## src/rtl/pc_gen.sv

```systemverilog
// Program counter generator: boot vector, sequential fetch advance, trap/redirect
// steering and misaligned-redirect halt with error capture.
module pc_gen #(
  parameter int unsigned     XLEN         = 32,
  parameter logic [XLEN-1:0] RESET_VECTOR = XLEN'(32'h8000006c),
  parameter bit              C_EXT        = 1'b1
) (
  input  logic            clk,
  input  logic            reset,
  input  logic            stall,
  input  logic            fetch_ready,
  input  logic            compressed_or_not,
  input  logic            redirect_valid,
  input  logic [XLEN-1:0] redirect_target,
  input  logic            trap_valid,
  input  logic [XLEN-1:0] trap_vector,
  output logic [XLEN-1:0] pc,
  output logic            pc_valid,
  output logic            misalign_err,
  output logic [XLEN-1:0] misalign_addr
);

  typedef enum logic [1:0] {
    BOOT = 2'd0,
    RUN  = 2'd1,
    HALT = 2'd2
  } state_e;

  state_e          state_q, state_d;
  logic [XLEN-1:0] pc_q, pc_d;
  logic            pc_valid_q, pc_valid_d;
  logic            misalign_err_q, misalign_err_d;
  logic [XLEN-1:0] misalign_addr_q, misalign_addr_d;

  logic            fetch_accept_c;
  logic            target_misaligned_c;
  logic [XLEN-1:0] pc_step_c;

  // Only RUN presents a valid pc, so acceptance is gated on the state directly.
  assign fetch_accept_c      = (state_q == RUN) && fetch_ready && !stall;
  assign target_misaligned_c = redirect_target[0] || (!C_EXT && redirect_target[1]);
  assign pc_step_c           = (C_EXT && compressed_or_not) ? XLEN'(2) : XLEN'(4);

  always_comb begin
    state_d         = state_q;
    pc_d            = pc_q;
    misalign_err_d  = 1'b0;
    misalign_addr_d = misalign_addr_q;

    case (state_q)
      BOOT: begin
        state_d = RUN;
      end
      default: begin
        // Trap beats redirect beats sequential advance; HALT never accepts fetches.
        if (trap_valid) begin
          pc_d    = {trap_vector[XLEN-1:2], 2'b00};
          state_d = RUN;
        end else if (redirect_valid) begin
          if (target_misaligned_c) begin
            misalign_err_d  = 1'b1;
            misalign_addr_d = redirect_target;
            state_d         = HALT;
          end else begin
            pc_d    = redirect_target;
            state_d = RUN;
          end
        end else if (fetch_accept_c) begin
          pc_d = pc_q + pc_step_c;
        end
      end
    endcase

    pc_valid_d = (state_d == RUN);
  end

  always_ff @(posedge clk) begin
    if (reset) begin
      state_q         <= BOOT;
      pc_q            <= RESET_VECTOR;
      pc_valid_q      <= 1'b0;
      misalign_err_q  <= 1'b0;
      misalign_addr_q <= '0;
    end else begin
      state_q         <= state_d;
      pc_q            <= pc_d;
      pc_valid_q      <= pc_valid_d;
      misalign_err_q  <= misalign_err_d;
      misalign_addr_q <= misalign_addr_d;
    end
  end

  assign pc            = pc_q;
  assign pc_valid      = pc_valid_q;
  assign misalign_err  = misalign_err_q;
  assign misalign_addr = misalign_addr_q;

endmodule

```

## config.mk

```make
export PLATFORM = sky130hd
export DESIGN_NAME = pc_gen
export DESIGN_NICKNAME = d
export VERILOG_FILES = /design/src/rtl/pc_gen.sv
export SDC_FILE = /design/constraint.sdc
export NUM_CORES = 1
export LEC_CHECK = 0
export CAP_MARGIN = 15
export CORE_MARGIN = 4
export CORE_UTILIZATION = 35
export DETAILED_ROUTE_END_ITERATION = 8
export GPL_ROUTABILITY_DRIVEN = 0
export PLACE_DENSITY = 0.66
export SKIP_CTS_REPAIR_TIMING = 1
export SYNTH_ARGS = -nofsm -noshare
export SYNTH_HDL_FRONTEND = slang
export SYNTH_SLANG_ARGS = --single-unit
```

## constraint.sdc

```tcl
create_clock -name clk -period 2.7 [get_ports clk]
set_input_delay 0.405 -clock clk [delete_from_list [all_inputs] [get_ports clk]]
set_output_delay 0.405 -clock clk [all_outputs]
set_load 0.005 [all_outputs]
```

==> flow_metrics.tcl, run 1 <==
set metrics [dict create \
    die_area_sq_um 12290 \
    crit_path_max_incr_delay_ns 0.49 \
    synth.net_count 584 \
    grt_pass1_vias 4143 \
    layout_common_cells "clkdlybuf4s50_1 (130), nand2_1 (114), a21oi_1 (70)" \
    path_clk_slew_ns 0.08 \
    ys_top_cells_by_area "dfxtp_1 (36%), nand2_1 (12%), a21oi_1 (9.5%), o21ai_0 (4.6%), clkbuf_1 (3.3%)" \
    synth.ff_latch_count 67 \
    clock_path_buffers 2 \
    clkPwrFrac_pct 39.7 \
    cp.depth 10 \
    peakVddDrop_mv 0.2818 \
    yosysTopAreaCellShare_pct 36.23 \
    port-buffer-count 133 \
    via_per_inst 5.535 \
    required_ns 2.95 \
    crit_chain "clkdlybuf4s50_1, ha_2, inv_1, fa_2, nand4b_1, or2_4, nor4b_4, buf_4, a31o_2, nand3_1" \
    rsz0062_at_grt "no" \
    worst_pin_slew_ns 0.7275 \
    core-area_sq_um 10320 \
    avgRoutedWirePerCell_um 17.42 \
    cts.sinks 67 \
    synth.distinct_cells 60 \
    slew_violations 0 \
    powerDensity_nw_per_um2 485.1 \
    combPwrFrac_pct 19.1 \
    die_h_um 110.9 \
    grt_use_total_pct 21.57 \
    drt_iter0_drc 406 \
    maxCapViolations 0 \
    hold_path.class "reg -> reg" \
    critPathLaunchType "primary input" \
    slew_headroom_pct 51.32 \
    seq_area_sq_um 1341 \
    seqPwrFrac_pct 41.3 \
    stdcell_count 782 \
    core.rowCount 37 \
    drive_above_1_share_pct 9.133 \
    crit_path_end_kind "flop" \
    grt_pass1_wl_um 21750 \
    die_w_um 110.9 \
    setup.worst_path.class "in -> reg" \
    utilization_pct 53.27 \
    status "finished clean" \
    finalClockSkew_ns 0.009844 \
    vias 4328 \
    cellLeakagePower_nw 1.984 \
    cp_max_fo 4 \
    io_pins 137 \
    mappedNetlistArea_sq_um 3702 \
    layout.nets 715 \
    synth_cells 510 \
    insertion_delay_ns 0.36 \
    async_flop_share_pct 0 \
    max_freq_mhz 382.4 \
    min_path_cells 2 \
    setup_viol 0 \
    grt_max_degree 46 \
    multi_input_area_sq_um 2170 \
    areaGrowthSynthToFinish_pct 48.53 \
    htree_levels 3 \
    path_buf_inv 3 \
    antenna_found_initial 0 \
    drt-total-wl_um 13620 \
    final_hold_viol_count 0 \
    layout_commonest_cell "clkdlybuf4s50_1" \
    cts_tree "built" \
    dp_hpwl_um 9897 \
    synth_flop_cell "dfxtp_1" \
    synth_top_cell_by_area "dfxtp_1" \
    seq_area_frac_synth_pct 36.23 \
    fill_cells 1010 \
    yosysWarnings 0 \
    cts_buffers 9 \
    fin_crit_ns 2.615 \
    cp.arrival_ns 2.87 \
    route.antenna.remaining_nets 0 \
    reg2reg_depth 9 \
    cts_root_buf "clkbuf_8" \
    floorplan.initialDensity_pct 35.86 \
    firstDrtPassIters 5 \
    grt_remaining_overflow 0 \
    crit_slowest_cell "clkdlybuf4s50_1" \
    layout_worst_path_cycle_share_pct 96.84 \
    diodes 0 \
    net-switching-power_w 0.0007209 \
    synth_edf_count 0 \
    syn_area_per_cell_sq_um 7.259 \
    drc 0 \
    cpLargestDelayFamily "simple AND/OR/NAND/NOR gates" \
    intPower_w 0.001947 \
    numPlacedInstances 765 \
    sw_frac_of_total_pct 27.02 \
]
==> kinds of logic (layout without fill, tap and decap cells) <==
family          after synthesis  in the layout  share of synthesized area [%]
fa+ha+maj                     3              3                          1.217
compound gates              158            158                          26.06
other cells                   1              1                         0.1013
buf+inv                      53            189                          5.678
mux                           9              9                          2.467
simple gates                219            219                          28.25
flops                        67             67                          36.23
==> area by class of cell <==
cell class | instances | area share (%)
clock inverter | 6 | 2.048
sequential | 67 | 24.39
tap | 136 | 3.094
multi-input combinational | 390 | 39.45
clock buffer | 10 | 2.503
inverter | 13 | 0.8874
timing repair buffer | 160 | 27.62
==> flip-flops by register name, indices dropped and copies added (netlist names) <==
name / flops
state_q: 2
misalign_err: 1
misalign_addr: 32
pc: 31
pc_valid: 1
==> tightest hold or removal path: stages, from the launching register on <==
cell and delay (ns):
dfxtp_1 0.31, nand2_1 0.05, a21oi_1 0.05
==> per-stage QoR <==
stage          TNS, ns  hold slack [ns]  setup WS (ns)  cell area [sq um]  power [W]
2_1_floorplan        0           0.4527         0.2250               3702   0.001332
6_report             0           0.4590        0.08526               5499   0.002668
4_1_cts              0           0.4615        0.07798               5473   0.002685
5_1_grt              0           0.4844       0.008751               5499   0.002778
3_3_place_gp    -1.392           0.4426        -0.2133               5223   0.001620
3_5_place_dp    -1.918           0.4499        -0.2800               5223   0.001627
==> Yosys cell counts (2+ instances only) <==
library cell  number
o31ai_1            5
and3_1             4
a21o_1             3
o211ai_1           2
buf_2              3
nand2_1          114
nor4b_1            3
nor4_1             9
a311oi_1           3
o2bb2ai_1          2
o22ai_1            3
nor2_1            31
inv_1             13
a221o_1            6
dfxtp_1           67
nand4_1            6
a31o_2             2
o32ai_1            3
or4_1              3
nor3_1            10
nand2b_1           6
a211oi_1           3
or2_1              2
a41oi_1            2
mux2i_1            8
o21ai_0           34
a32o_1             2
and4_1             2
a31oi_1            6
nand3_1           13
o21a_1             2
buf_4              2
a21oi_1           70
nor3b_1            2
or3_1              2
buf_1              2
clkbuf_1          33
nor2b_1            4
ha_1               2
==> routing by layer <==
layer	routed length, um	vias up	part of all wire (%)	global-route usage (%)
met5	0	-	0	0
met4	345	0	2.5	7.553
met3	1121	22	8.2	5.622
met2	6420	176	47	36.08
met1	5732	2050	42	26.79
li1	-	2080	-	-
==> power groups by stage <==
| stage | Clock (W) | Combinational (W) | Sequential (W) |
|---|---|---|---|
| floorplan | 0 | 0.000222 | 0.00111 |
| detailed placement | 0 | 0.000504 | 0.00112 |
| CTS | 0.00108 | 0.000508 | 0.00110 |
| finish | 0.00106 | 0.000509 | 0.00110 |
| global placement | 0 | 0.000499 | 0.00112 |
| global route | 0.00111 | 0.000556 | 0.00111 |
==> path summary, 6_finish.rpt <==
path                                                        to                            from  slack (ns)
worst max-delay path                       pc[29]$_SDFFE_PP0P_               compressed_or_not        0.09
worst min-delay path            misalign_addr[18]$_SDFFE_PP0P_  misalign_addr[18]$_SDFFE_PP0P_        0.46
worst max register to register             pc[29]$_SDFFE_PP0P_              pc[1]$_SDFFE_PP0P_        0.22
worst min register to register  misalign_addr[18]$_SDFFE_PP0P_  misalign_addr[18]$_SDFFE_PP0P_        0.46
No activity file was read; power rests on OpenSTA's default activity.
==> run 2, diff against run 1 <==
- GPL_TIMING_DRIVEN: not set -> 0
==> run 2 against run 1 <==
  * Routed wire length increased by 10%
  * Clock power down 9%
  * Die area unchanged
  * Via count rose by 6.5%
  * Worst setup slack gained 0.016 ns
  * Sequential power is essentially flat
  * First-iteration DRC count shrank 12%
  * Sequential cell count unchanged
  * Register-to-register slack lost 0.12 ns
  * Cell area hardly changed
  * Critical path type is now reg -> reg
==> flow_metrics.tcl, run 2 (synthesis results as in run 1) <==
set metrics [dict create \
    rsz0062_at_grt "no" \
    route.antenna.remaining_nets 0 \
    utilization_pct 53.22 \
    io_pins 137 \
    powerDensity_nw_per_um2 473.0 \
    cp.arrival_ns 2.83 \
    grtUsageMet2_pct 37.62 \
    vias 4611 \
    drive_above_1_share_pct 6.777 \
    port-buffer-count 132 \
    grt_use_total_pct 23.72 \
    drt_iter0_drc 356 \
    drt-total-wl_um 15020 \
    antenna_found_initial 0 \
    die_h_um 110.9 \
    path_buf_inv 2 \
    gr-usage-met3_pct 6.004 \
    layout_worst_path_cycle_share_pct 96.24 \
    cp_max_fo 6 \
    intPower_w 0.001832 \
    grt_pass1_wl_um 23450 \
    whs_ns 0.4574 \
    slew_headroom_pct 55.57 \
    peakVddDrop_mv 0.2398 \
    final_hold_viol_count 0 \
    grt_remaining_overflow 0 \
    cts.sinks 67 \
    setup_viol 0 \
    crit_path_max_incr_delay_ns 0.40 \
    finalPower_w 0.002598 \
    maxCapViolations 0 \
    grt_max_degree 14 \
    slew_violations 0 \
    core.rowCount 37 \
    layout_common_cells "clkdlybuf4s50_1 (131), nand2_1 (114), a21oi_1 (70)" \
    fin_crit_ns 2.598 \
    layout_commonest_cell "clkdlybuf4s50_1" \
    htree_levels 3 \
    cts_tree "built" \
    hold_path.class "reg -> reg" \
    areaGrowthSynthToFinish_pct 48.39 \
    diodes 0 \
    cts_buffers 9 \
    critPathLaunchType "flop" \
    grt.busiest_layer "met2" \
    layout.nets 733 \
    net-switching-power_w 0.0007664 \
    grt_pass1_vias 4375 \
    setup.worst_path.class "reg -> reg" \
    drc 0 \
    floorplan.initialDensity_pct 35.86 \
    seqPwrFrac_pct 42.3 \
    avgRoutedWirePerCell_um 18.77 \
    max_freq_mhz 384.9 \
    finalClockSkew_ns 0.01320 \
    status "finished clean" \
    sw_frac_of_total_pct 29.49 \
    cts_root_buf "clkbuf_8" \
    cpLargestDelayFamily "simple AND/OR/NAND/NOR gates" \
    global_route.usage.met1_pct 30.24 \
    largest_reg_flops 32 \
    die_w_um 110.9 \
    crit_chain "ha_2, inv_1, fa_2, nand4b_1, or2_1, buf_2, nor4b_4, mux2i_1, o22ai_1" \
    via_per_inst 5.764 \
    dp_hpwl_um 11350 \
    core-area_sq_um 10320 \
    crit_path_end_kind "flop" \
    clkPwrFrac_pct 37.3 \
    required_ns 2.93 \
    fill_cells 1024 \
    cellLeakagePower_nw 1.945 \
    crit_slowest_cell "dfxtp_1" \
    worst_pin_slew_ns 0.6572 \
    die_area_sq_um 12290 \
    combPwrFrac_pct 20.4 \
    clock_path_buffers 2 \
    insertion_delay_ns 0.36 \
    path_clk_slew_ns 0.08 \
    firstDrtPassIters 6 \
]
run 2: cell types whose count changed in the layout (fill, tap and decap cells not counted), sizes merged:
cell and delta:
dlymetal6s2s +1, buf -18, clkdlybuf4s50 +1, bufinv -1, clkinv -1, inv +2, clkbuf +33, clkinvlp +1
run 2: path summary, 6_finish.rpt:
check	start	cells after the start	to	slack [ns]
setup reg to reg	pc[1]$_SDFFE_PP0P_	9	pc[27]$_SDFFE_PP0P_	0.10
hold reg to reg	misalign_addr[16]$_SDFFE_PP0P_	2	misalign_addr[16]$_SDFFE_PP0P_	0.46
setup / recovery	pc[1]$_SDFFE_PP0P_	9	pc[27]$_SDFFE_PP0P_	0.10
hold / removal	misalign_addr[16]$_SDFFE_PP0P_	2	misalign_addr[16]$_SDFFE_PP0P_	0.46
run 2: worst register-to-register path: stages (launching register included):
cell      delay (ns)
dfxtp_1         0.40
ha_2            0.23
inv_1           0.06
fa_2            0.38
nand4b_1        0.26
or2_1           0.25
buf_2           0.19
nor4b_4         0.40
mux2i_1         0.23
o22ai_1         0.09
run 2: routing by layer:
| metal | vias to the layer above | wire (um) |
|---|---|---|
| met3 | 58 | 1632 |
| met2 | 290 | 6701 |
| li1 | 2125 | - |
| met5 | - | 0 |
| met4 | 0 | 648 |
| met1 | 2138 | 6036 |
run 2: per-stage QoR:
| stage | setup TNS, ns | instance area [sq um] | cells | setup slack [ns] |
|---|---|---|---|---|
| after floorplan | 0 | 3702 | 510 | 0.2250 |
| after global placement | -9.948 | 5194 | 778 | -0.8406 |
| after detailed placement | -10.92 | 5194 | 778 | -0.8922 |
| after CTS | -3.724 | 5416 | 794 | -0.5237 |
| after global routing | 0 | 5494 | 800 | 0.01051 |
| final | 0 | 5494 | 800 | 0.1016 |
run 2: final cells by class:
cell class	instances	area, sq um	area share (%)
clock buffer	9	123.9	2.255
buffer	40	166.4	3.029
clock inverter	7	98.84	1.799
multi-input combinational	390	2176	39.60
sequential	67	1341	24.41
inverter	13	48.80	0.8882
timing repair buffer	138	1369	24.91
tap	136	170.2	3.097
run 2: power groups by stage:
stage	Sequential, W	Combinational (W)	Clock, W
final	0.00110	0.000529	0.000969
after global routing	0.00111	0.000569	0.00102
after CTS	0.00110	0.000518	0.000962
after detailed placement	0.00112	0.000515	0
after global placement	0.00112	0.000508	0
after floorplan	0.00111	0.000222	0
==> run 3, diff against run 2 <==
- SETUP_SLACK_MARGIN: not set -> 0.4
==> run 3 against run 2 <==
  * Total power decreased by 3.8%
  * Non-clock buffer count grew 3
  * Clock skew decreased by 0.0047 ns
  * Cell area increased by 1.6%
  * Via count decreased by 0.13%
  * Maximum frequency up 7.0%
  * Count of clock-buffer cells in the layout rose by 1
  * Global-route usage shrank 0.30 points
  * Sequential share of layout area is 0.32 points lower
==> flow_metrics.tcl, run 3 (synthesis results as in run 1) <==
set metrics [dict create \
    layout.nets 736 \
    vias 4605 \
    layout_commonest_cell "clkdlybuf4s50_1" \
    via_per_inst 5.735 \
    path_clk_slew_ns 0.08 \
    combPwrFrac_pct 21.8 \
    grt_pass1_vias 4417 \
    core-area_sq_um 10320 \
    grt_use_total_pct 23.42 \
    layout_worst_path_cycle_share_pct 89.98 \
    fin_tns_setup_ns 0 \
    cp_max_fo 5 \
    port-buffer-count 132 \
    cellLeakagePower_nw 2.000 \
    crit_path_end_kind "flop" \
    cp_common_cell "buf_6" \
    status "finished clean" \
    max_freq_mhz 411.6 \
    areaGrowthSynthToFinish_pct 50.76 \
    cts_buffers 9 \
    peakVddDrop_mv 0.2552 \
    clock_path_buffers 2 \
    finalClockSkew_ns 0.008503 \
    drt-total-wl_um 15360 \
    net-switching-power_w 0.0007585 \
    clkPwrFrac_pct 34.2 \
    sw_frac_of_total_pct 30.34 \
    worst_pin_slew_ns 0.6811 \
    die_area_sq_um 12290 \
    dp_hpwl_um 11280 \
    grt_max_degree 13 \
    setup.worst_path.class "reg -> reg" \
    cts.sinks 67 \
    cts_root_buf "clkbuf_8" \
    io_pins 137 \
    final_hold_viol_count 0 \
    grt_pass1_wl_um 23290 \
    insertion_delay_ns 0.35 \
    timing.final.ws_setup_ns 0.2706 \
    crit_slowest_cell "dfxtp_4" \
    layout_common_cells "clkdlybuf4s50_1 (131), nand2_1 (114), a21oi_1 (69)" \
    antenna_found_initial 0 \
    setup_viol 0 \
    fin_crit_ns 2.429 \
    route.antenna.remaining_nets 0 \
    critPathLaunchType "flop" \
    drive_above_1_share_pct 10.04 \
    firstDrtPassIters 6 \
    hold_path.class "reg -> reg" \
    drt_iter0_drc 384 \
    slew_headroom_pct 54.39 \
    crit_chain "ha_4, inv_2, fa_2, nand4b_1, buf_6, or2_1, buf_6, nor4b_4, buf_4, a21oi_2, a311oi_1" \
    die_w_um 110.9 \
    floorplan.initialDensity_pct 35.86 \
    fill_cells 1050 \
    diodes 0 \
    pre_cts_slack_ns -0.6892 \
    rsz0062_at_grt "yes" \
    rrSetupSlack_ns 0.27 \
    drc 0 \
    powerDensity_nw_per_um2 447.9 \
    crit_path_max_incr_delay_ns 0.38 \
    required_ns 2.97 \
    htree_levels 3 \
    core.rowCount 37 \
    cp.arrival_ns 2.70 \
    largest_reg_flops 32 \
    intPower_w 0.001742 \
    avgRoutedWirePerCell_um 19.12 \
    maxCapViolations 0 \
    seqPwrFrac_pct 44.0 \
    cts_tree "built" \
    slew_violations 0 \
    die_h_um 110.9 \
    grt_remaining_overflow 0 \
]
-- run 3: changes by cell type in the layout (fill, tap and decap cells not counted), sizes merged --
cell / previous run / this run
buf: 12 / 14
clkinv: 2 / 3
inv: 15 / 14
bufinv: 2 / 1
clkbuf: 43 / 45
-- run 3: layout make-up --
class / instances / area (sq um) / share of cell area, %
Timing Repair Buffer: 141 / 1395 / 24.99
Tap cell: 136 / 170.2 / 3.049
Clock buffer: 10 / 127.6 / 2.286
Inverter: 13 / 48.80 / 0.8742
Multi-Input combinational cell: 390 / 2233 / 40.01
Buffer: 40 / 196.4 / 3.519
Clock inverter: 6 / 65.06 / 1.166
Sequential cell: 67 / 1345 / 24.10
-- run 3: stage by stage --
stage	hold slack (ns)	total power [W]	utilization [%]	area (sq um)	cells
floorplan	0.4527	0.001334	-	3730	510
global placement	0.4432	0.001631	50.58	5221	778
detailed placement	0.4460	0.001640	50.58	5221	778
CTS	0.4555	0.002478	52.44	5414	794
global route	0.4730	0.002593	54.07	5582	803
finish	0.4561	0.002500	54.07	5582	803
-- run 3: critical path: cells and delay by family, from the launching register on --
kind,cells,cell delay (ns)
and+or+nand+nor,3,0.67
DFF,1,0.38
adders and majority gates,2,0.52
AOI/OAI and AO/OA,2,0.27
buffers and inverters,4,0.52
-- run 3: path summary, 6_finish.rpt --
path | from | end | cells past startpoint
max reg2reg | pc[1]$_SDFFE_PP0P_ | pc[31]$_SDFFE_PP1P_ | 11
min reg2reg | misalign_addr[23]$_SDFFE_PP0P_ | misalign_addr[23]$_SDFFE_PP0P_ | 2
min | misalign_addr[23]$_SDFFE_PP0P_ | misalign_addr[23]$_SDFFE_PP0P_ | 2
max | pc[1]$_SDFFE_PP0P_ | pc[31]$_SDFFE_PP1P_ | 11
-- run 3: power by group through the flow --
stage                     logic (W)  registers, W  clock network (W)
final                      0.000545       0.00110           0.000854
after global routing       0.000584       0.00111           0.000901
after CTS                  0.000523       0.00110           0.000857
after detailed placement   0.000520       0.00112                  0
after global placement     0.000514       0.00112                  0
after floorplan            0.000224       0.00111                  0
-- run 3: metal layers --
metal | track usage, % | share of wire (%) | vias to the layer above
met5 | 0 | 0 | -
met4 | 8.539 | 3.9 | 0
met3 | 6.823 | 11 | 51
met2 | 38.63 | 46 | 299
met1 | 28.95 | 39 | 2137
li1 | - | - | 2118
